`config.mk`:
```
export PLATFORM = sky130hd
export DESIGN_NAME = glitch_cmd_parser
export DESIGN_NICKNAME = d
export VERILOG_FILES = /design/src/rtl/glitch_cmd_parser.sv
export SDC_FILE = /design/constraint.sdc
export NUM_CORES = 1
export LEC_CHECK = 0
export CAP_MARGIN = 20
export CORE_ASPECT_RATIO = 0.6
export CORE_MARGIN = 3
export CORE_UTILIZATION = 30
export CTS_BUF_LIST = sky130_fd_sc_hd__clkbuf_4 sky130_fd_sc_hd__clkbuf_8 sky130_fd_sc_hd__clkbuf_16
export CTS_CLUSTER_SIZE = 12
export DETAILED_ROUTE_END_ITERATION = 6
export SYNTH_ARGS = -nofsm -noshare
export SYNTH_HDL_FRONTEND = slang
export SYNTH_SLANG_ARGS = --single-unit
```
`constraint.sdc`:
```
create_clock -name clk -period 2.2 [get_ports clk]
set_clock_uncertainty 0.15 [all_clocks]
set_input_delay 0.22 -clock clk [delete_from_list [all_inputs] [get_ports clk]]
set_output_delay 0.22 -clock clk [all_outputs]
set_load 0.05 [all_outputs]
```
`src/rtl/glitch_cmd_parser.sv`:
```
// Framed multi-channel command decoder: opcode, channel, delay/width body, optional checksum.
// Optional trailing XOR checksum byte is enabled by defining GLITCH_CMD_CHECKSUM_EN.
module glitch_cmd_parser #(
  parameter int unsigned NUM_CH         = 2,
  parameter int unsigned DELAY_BYTES    = 2,
  parameter int unsigned WIDTH_BYTES    = 1,
  parameter int unsigned TIMEOUT_CYCLES = 1000
) (
  input  logic                          clk,
  input  logic                          rst_n,
  input  logic [7:0]                    rx_data,
  input  logic                          rx_valid,
  output logic [NUM_CH-1:0]             glitch_en,
  output logic [NUM_CH*8*DELAY_BYTES-1:0] delay_out,
  output logic [NUM_CH*8*WIDTH_BYTES-1:0] width_out,
  output logic                          busy,
  output logic                          err
);

  localparam int unsigned DELAY_W  = 8 * DELAY_BYTES;
  localparam int unsigned WIDTH_W  = 8 * WIDTH_BYTES;
  localparam int unsigned MaxBytes = (DELAY_BYTES > WIDTH_BYTES) ? DELAY_BYTES : WIDTH_BYTES;
  localparam int unsigned CntW     = (MaxBytes > 1) ? $clog2(MaxBytes) : 1;
  localparam int unsigned TmoW     = (TIMEOUT_CYCLES > 1) ? $clog2(TIMEOUT_CYCLES + 1) : 1;
  localparam logic [CntW-1:0] DelayLast = CntW'(DELAY_BYTES - 1);
  localparam logic [CntW-1:0] WidthLast = CntW'(WIDTH_BYTES - 1);
  localparam logic [TmoW-1:0] TmoLast   = TmoW'((TIMEOUT_CYCLES > 0) ? TIMEOUT_CYCLES - 1 : 0);
  localparam logic [8:0]      NumChW    = 9'(NUM_CH);

  typedef enum logic [2:0] {
    StIdle, StChan, StDelay, StWidth, StCsum, StCommit
  } state_e;

  typedef enum logic [1:0] {
    OpLoadFire = 2'd0,
    OpLoad     = 2'd1,
    OpFire     = 2'd2
  } op_e;

  state_e                    state_q, state_d;
  op_e                       op_q, op_d;
  logic [7:0]                ch_q, ch_d;
  logic                      bad_q, bad_d;
  logic [CntW-1:0]           cnt_q, cnt_d;
  logic [TmoW-1:0]           tmo_q, tmo_d;
  logic [DELAY_W-1:0]        delay_sh_q, delay_sh_d;
  logic [WIDTH_W-1:0]        width_sh_q, width_sh_d;
  logic [NUM_CH-1:0]         glitch_en_q, glitch_en_d;
  logic [NUM_CH*DELAY_W-1:0] delay_q, delay_d;
  logic [NUM_CH*WIDTH_W-1:0] width_q, width_d;
  logic                      err_q, err_d;
`ifdef GLITCH_CMD_CHECKSUM_EN
  logic [7:0]                csum_q, csum_d;
`endif

  logic commit;
  logic bad_fin;

  always_comb begin
    state_d     = state_q;
    op_d        = op_q;
    ch_d        = ch_q;
    bad_d       = bad_q;
    cnt_d       = cnt_q;
    delay_sh_d  = delay_sh_q;
    width_sh_d  = width_sh_q;
    glitch_en_d = '0;
    delay_d     = delay_q;
    width_d     = width_q;
    err_d       = 1'b0;
    commit      = 1'b0;
    bad_fin     = bad_q;
`ifdef GLITCH_CMD_CHECKSUM_EN
    csum_d      = csum_q;
`endif

    unique case (state_q)
      // COMMIT lasts one cycle and accepts the next opcode exactly like IDLE.
      StIdle, StCommit: begin
        state_d = StIdle;
        if (rx_valid && rx_data <= 8'h02) begin
          state_d    = StChan;
          op_d       = op_e'(rx_data[1:0]);
          bad_d      = 1'b0;
          cnt_d      = '0;
          delay_sh_d = '0;
          width_sh_d = '0;
`ifdef GLITCH_CMD_CHECKSUM_EN
          csum_d     = rx_data;
`endif
        end
      end
      StChan: begin
        if (rx_valid) begin
          ch_d  = rx_data;
          bad_d = ({1'b0, rx_data} >= NumChW);
`ifdef GLITCH_CMD_CHECKSUM_EN
          csum_d = csum_q ^ rx_data;
`endif
          if (op_q == OpFire) begin
`ifdef GLITCH_CMD_CHECKSUM_EN
            state_d = StCsum;
`else
            commit  = 1'b1;
            bad_fin = bad_d;
`endif
          end else begin
            state_d = StDelay;
            cnt_d   = '0;
          end
        end
      end
      StDelay: begin
        if (rx_valid) begin
          delay_sh_d = (delay_sh_q << 8) | DELAY_W'(rx_data);
`ifdef GLITCH_CMD_CHECKSUM_EN
          csum_d = csum_q ^ rx_data;
`endif
          if (cnt_q == DelayLast) begin
            cnt_d   = '0;
            state_d = StWidth;
          end else begin
            cnt_d = cnt_q + 1'b1;
          end
        end
      end
      StWidth: begin
        if (rx_valid) begin
          width_sh_d = (width_sh_q << 8) | WIDTH_W'(rx_data);
`ifdef GLITCH_CMD_CHECKSUM_EN
          csum_d = csum_q ^ rx_data;
`endif
          if (cnt_q == WidthLast) begin
            cnt_d = '0;
`ifdef GLITCH_CMD_CHECKSUM_EN
            state_d = StCsum;
`else
            commit  = 1'b1;
`endif
          end else begin
            cnt_d = cnt_q + 1'b1;
          end
        end
      end
      StCsum: begin
`ifdef GLITCH_CMD_CHECKSUM_EN
        if (rx_valid) begin
          commit  = 1'b1;
          bad_fin = bad_q | (rx_data != csum_q);
        end
`else
        state_d = StIdle;
`endif
      end
      default: state_d = StIdle;
    endcase

    if (commit) begin
      state_d = StCommit;
      if (bad_fin) begin
        err_d = 1'b1;
      end else begin
        for (int k = 0; k < NUM_CH; k++) begin
          if (ch_d == 8'(k)) begin
            if (op_q != OpFire) begin
              delay_d[k*DELAY_W +: DELAY_W] = delay_sh_d;
              width_d[k*WIDTH_W +: WIDTH_W] = width_sh_d;
            end
            if (op_q != OpLoad) glitch_en_d[k] = 1'b1;
          end
        end
      end
    end

    if (rx_valid || state_q == StIdle || state_q == StCommit) begin
      tmo_d = '0;
    end else begin
      tmo_d = tmo_q + 1'b1;
    end

    // A byte arriving on the expiry cycle wins over the timeout.
    if (TIMEOUT_CYCLES > 0 && !rx_valid && state_q != StIdle && state_q != StCommit &&
        tmo_q == TmoLast) begin
      state_d    = StIdle;
      err_d      = 1'b1;
      tmo_d      = '0;
      bad_d      = 1'b0;
      cnt_d      = '0;
      delay_sh_d = '0;
      width_sh_d = '0;
    end
  end

  always_ff @(posedge clk or negedge rst_n) begin
    if (!rst_n) begin
      state_q     <= StIdle;
      op_q        <= OpLoadFire;
      ch_q        <= '0;
      bad_q       <= 1'b0;
      cnt_q       <= '0;
      tmo_q       <= '0;
      delay_sh_q  <= '0;
      width_sh_q  <= '0;
      glitch_en_q <= '0;
      delay_q     <= '0;
      width_q     <= '0;
      err_q       <= 1'b0;
`ifdef GLITCH_CMD_CHECKSUM_EN
      csum_q      <= '0;
`endif
    end else begin
      state_q     <= state_d;
      op_q        <= op_d;
      ch_q        <= ch_d;
      bad_q       <= bad_d;
      cnt_q       <= cnt_d;
      tmo_q       <= tmo_d;
      delay_sh_q  <= delay_sh_d;
      width_sh_q  <= width_sh_d;
      glitch_en_q <= glitch_en_d;
      delay_q     <= delay_d;
      width_q     <= width_d;
      err_q       <= err_d;
`ifdef GLITCH_CMD_CHECKSUM_EN
      csum_q      <= csum_d;
`endif
    end
  end

  assign glitch_en = glitch_en_q;
  assign delay_out = delay_q;
  assign width_out = width_q;
  assign err       = err_q;
  assign busy      = (state_q != StIdle);

endmodule

```
# Word level (Yosys, flattened, before mapping)
# Index checks and enable logic that the tools add are counted.
totals:
  regBits: 100
op_classes:
  addsub: 2
  magnitude_cmp: 2
  n_eq_ne: 20
  mux: 48
  n_bitwise: 2
  n_reduce_logical: 19
ops:
  columns: ["operator", "count"]
  rows:
  - ["16-bit two-way mux", 3]
  - ["8-bit two-way mux", 5]
  - ["16-bit one-hot mux with 2 select lines", 1]
  - ["1-bit two-way mux", 24]
  - ["3-bit != test, second input constant", 7]
  - ["10-bit two-way mux", 2]
  - ["3-bit two-way mux", 6]
  - ["4-bit != test, second input constant", 4]
  - ["16-bit by 8-bit bitwise OR with 16-bit output", 1]
  - ["8-bit one-hot mux with 2 select lines", 1]
  - ["3-bit one-hot mux with 4 select lines", 1]
  - ["10-bit by 1-bit adder with 10-bit output, second input constant", 1]
  - ["10-bit equality test, second input constant", 1]
  - ["8-bit by 1-bit equality test with 1-bit output, second input constant", 1]
  - ["8-bit by 2-bit greater-or-equal comparator with 1-bit output, second input constant", 1]
  - ["8-bit by 2-bit less-or-equal comparator with 1-bit output, second input constant", 1]
  - ["8-bit logical NOT", 1]
  - ["4-bit AND reduction", 2]
  - ["3-bit by 2-bit equality test with 1-bit output, second input constant", 2]
  - ["6-bit AND reduction", 1]
  - ["3-bit nonzero test", 2]
  - ["5-bit AND reduction", 1]
  - ["5-bit nonzero test", 1]
  - ["1-bit logical AND", 4]
  - ["other kinds (16)", 19]

# Logic depth before layout (Yosys ltp)
depth:
  ltp_word: 7
  ltp_mapped: 9

# Worst setup path before layout
# No wires, ideal clock.
synth_path:
  path_kind: "flip-flop to flip-flop"
  start: "register state_q[2]"
  end: "register delay_q[16], in the netlist delay_out[16]"
  setup_time_ns: 0.125
  t_arrival_ns: 1.920
  t_required_ns: 1.925
  setup_slack_ns: 0.005
  stages_incl_launch_ff: 9
  path_buffers: 3
  synth_period_minus_slack_ns: 2.195
  path_cell_list: "dfrtp_1 and4bb_4 buf_6 nand3_1 a2bb2oi_4 and4_1 buf_6 buf_12 mux2_4"
synth_via:
  elab_chain_len: 4
  word_cells_on_any_way: 13
  cone_classes: "eq/ne (5); mux (4); bitwise (1); reduce/logical (3)"
synth_lines:
  columns: ["element", "line", "rtl"]
  rows:
  - ["start: declaration", "40", "state_e state_q, state_d;"]
  - ["start signal: assignment", "196", "state_q <= StIdle;"]
  - ["start signal: assignment", "212", "state_q <= state_d;"]
  - ["3-bit by 1-bit equality test with 1-bit output", "77", "unique case (state_q)"]
  - ["8-bit two-way mux / 1-bit two-way mux (equally long branches)", "77", null]
  - ["8-bit by 1-bit equality test with 1-bit output / 1-bit inverter (equally long branches)", null, null]
  - ["4-bit AND reduction (no line)", null, null]
  - ["end signal: assignment", "221", "delay_q <= delay_d;"]
  - ["end: declaration", "49", "logic [NUM_CH*DELAY_W-1:0] delay_q, delay_d;"]
# Several ways; a longest one is shown, not always the timed one.
# A chain may end at the register's enable or synchronous reset.

# Worst setup path in the final report
layout_path:
  start: "input rx_data[6]"
  end: "register delay_q[27], in the netlist delay_out[27]"
layout_via:
  elab_chain_len: 6
  word_cells_on_any_way: 13
  cone_classes: "order compare (2); eq/ne (1); mux (7); bitwise (1); reduce/logical (2)"
layout_lines:
  columns: ["element", "line", "rtl"]
  rows:
  - ["start: declaration", "11", "input logic [7:0] rx_data,"]
  - ["8-bit by 2-bit greater-or-equal comparator with 1-bit output", "96", "bad_d = ({1'b0, rx_data} >= NumChW);"]
  - ["1-bit two-way mux", "100", "if (op_q == OpFire) begin"]
  - ["1-bit two-way mux", "94", "if (rx_valid) begin"]
  - ["1-bit two-way mux", "77", null]
  - ["1-bit inverter (no line)", null, null]
  - ["4-bit AND reduction (no line)", null, null]
# Several ways; a longest one is shown, not always the timed one.

==> summary.md <==
| Metric | Value |
|---|---|
| CTS max path bufs | 2 |
| Overall power | 5080 uW |
| Yosys top cell area share | 0.568 |
| Area growth from synthesis to layout | 33.7% |
| Distinct cells, synth | 51 |
| Post-Syn Area per Cell | 13.7 um^2 |
| Port Buffers | 62 |
| Tmin final | 2200 ps |
| Clk root buf | clkbuf_16 |
| Die X | 156 um |
| Post-route ant nets | 0 |
| Final setup viols | 0 |
| Clock insertion delay at the later pin of the skew report | 340 ps |
| Post-Syn Area | 4060 um^2 |
| Commonest cells in the netlist | 92 x dfrtp_1, 33 x mux2_2, 20 x mux2_4 |
| Cts bufs inserted | 9 |
| Drt total wl | 9.52 mm |
| Number of antenna cells inserted | 0 |
| Non-Filler Instances | 567 |
| Xor/xnor share of the synthesized area | 0.0151 |
| Vias/cell | 4.81 |
| Starting density of the core | 0.312 |
| Post-synth ARST share | 1.00 |
| Crit share post-route | 0.999 |
| DRT Pass-1 Iters | 4 |
| Most frequent cell after synthesis | dfrtp_1 |
| Status | finished, final reports clean |
| Hold Violations, Final | 0 |
| Post-synthesis simple-gate area fraction | 0.103 |
| Area contributors post-synth | dfrtp_1 57%, mux2_2 9.2%, mux2_4 7.4%, a22o_1 3.2%, nor2_1 1.6% |
| Mapped Cells | 297 |
| Largest net degree at the start of global routing | 47 |
| Clock sinks | 92 |
| Layout cell share with drive strength beyond 1 | 0.310 |
| Achievable frequency | 455 MHz |
| Arrival time at the worst endpoint | 2270 ps |
| Max-slew violations | 0 |
| Rows | 32 |
| Hold Crit Class | in2async |
| Synth Area in Adders | 0.00308 |
| Vias in the first global route | 2755 |
| Sequential fraction of the synthesis area | 0.568 |
| Ys Warns | 0 |
| Global-route wire length before repair | 15.5 mm |
| Leak | 0.00247 uW |
| Mux share of post-synthesis cell area | 0.182 |
| Worst Path Required | 2270 ps |
| R2R Path Start | state_q[1] |
| CTS tree | done |
| Crit start category | input port |
| Clock transition at path regs | 70 ps |
| Synth Area in Compound Gates | 0.0882 |
| GRT Resource Usage Total | 0.135 |
| RePlAce Congestion | 0.865 |
| Worst setup EP type | flop |
| Wire length per cell | 16.8 um |
| Boundary Pins | 63 |
| Syn Nets | 309 |
| CTS HTree Levels | 3 |
| DIE HEIGHT | 96.1 um |
| Slew @ Worst Pin | 605 ps |
| Max cap viols | 0 |
| Largest family of logic cells by synthesized area | multiplexers |
| Worst r2r path cells | 6 |
| Worst-path maximum fanout | 14 |
| DPL Wire Length | 7.02 mm |
| Residual DRC | 0 |
| Die area | 15000 um^2 |
| CORE AREA | 13000 um^2 |
| Flops & latches, synth | 92 |
| Placed cell count | 549 |
| EDFF count, synth | 0 |
| Unrepaired setup endpoints after global routing | yes |
| Initial antenna violation count | 0 |
| Via count | 2728 |
| Pwr dens | 936 nW/um^2 |
| Final net count | 404 |
| Number of DRC markers in iteration 0 | 106 |
| Max-slew headroom | 0.597 |
| Ys flop type | dfrtp_1 |
| Total gr overflow | 0 |
| Cell taking the most area after synthesis | dfrtp_1 |
| Worst R2R End | delay_out[27] |
| Worst vdd ir | 401 uV |
| Setup Crit Path Kind | in2reg |
| Final Core Density | 0.417 |
| Final hold slack | 273 ps |
| Reg2reg setup slack | 3 ps |
## cell type report
| class | count | area (um^2) |
|---|---|---|
| fillers | 1221 | 7590 |
| clock buffers | 10 | 233 |
| flip-flops and latches | 92 | 2300 |
| repair buffers | 103 | 986 |
| well taps | 170 | 213 |
| multi-input cells | 179 | 1620 |
| clock inverters | 6 | 46.3 |
| inverters | 7 | 26.3 |
## how the worst max path moves through the flow
| stage | from | endpoint | slack, ps | cells after the start |
|---|---|---|---|---|
| 6_report | rx_data[6] | delay_out[27] | 3 | 7 |
| 5_1_grt | state_q[1] | delay_out[30] | -50 | 6 |
| 4_1_cts | state_q[1] | delay_out[27] | -8 | 6 |
| 3_5_place_dp | rx_data[5] | width_out[8] | -390 | 7 |
| 3_3_place_gp | rx_data[6] | width_out[11] | -340 | 7 |
| 2_1_floorplan | state_q[2] | delay_out[16] | 5 | 8 |
## sequential cells by signal, summed over array words and instances, names as in the netlist
register    flops
width_out      16
ch_q            8
glitch_en       2
delay_out      32
tmo_q          10
delay_sh_q     16
cnt_q           1
bad_q           1
state_q         3
op_q            2
err             1
## per-layer routing
| metal | global-route usage | share of wire | vias up |
|---|---|---|---|
| li1 | - | - | 1268 |
| met1 | 0.208 | 0.53 | 1373 |
| met2 | 0.179 | 0.40 | 75 |
| met3 | 0.0422 | 0.057 | 12 |
| met4 | 0.0342 | 0.010 | 0 |
| met5 | 0 | 0 | - |
## what timing repair did
item	in CTS	in global routing
buffers inserted	0	1
endpoints found under the setup margin	37	59
endpoints found under the hold margin	44	0
hold buffers	1	0
gates resized for setup	4	9
## kinds of logic after synthesis
logic type	after synthesis
simple gates	67
flops	92
xor+xnor	7
fa+ha+maj	1
compound gates	46
buf+inv	26
mux	58
## worst max-delay path, cell delays in order
cell	delay, ps
clkdlybuf4s50_1	470
nor4_4	360
and4_4	300
a2bb2oi_4	140
and4_4	280
buf_12	180
mux2_4	310
## power breakdown
| group | leakage, uW | switching (uW) | internal, uW |
|---|---|---|---|
| logic | 0.00110 | 686 | 661 |
| registers | 0.00124 | 267 | 2000 |
| clock network | 0.000133 | 676 | 787 |
## placed cells by master, fill, tap and decap left out, types with 3 or more instances in the layout
cell             instances
a211oi_1                 3
a21oi_1                  6
a22o_1                  15
and2_1                   8
and3_1                   5
buf_12                   3
buf_4                   34
buf_6                    4
clkbuf_16                9
clkdlybuf4s50_1         60
dfrtp_1                 92
inv_1                    7
mux2_1                   4
mux2_2                  29
mux2_4                  24
nand2b_1                 3
nand3_1                  7
nand3b_1                 3
nor2_1                  16
nor2b_1                  3
nor3_1                   4
o21ai_0                  8
or3_1                    3
xnor2_1                  3
xor2_1                   4
## through the flow
stage          setup TNS, ps  instance area, um^2  setup WS [ps]
6_report                   0                 5420           2.94
5_1_grt                -1010                 5420          -51.7
4_1_cts                -22.9                 5380          -8.09
3_5_place_dp          -18240                 5080           -389
3_3_place_gp          -17110                 5080           -343
2_1_floorplan              0                 4060           5.32
No activity file was read; power rests on OpenSTA's default activity.
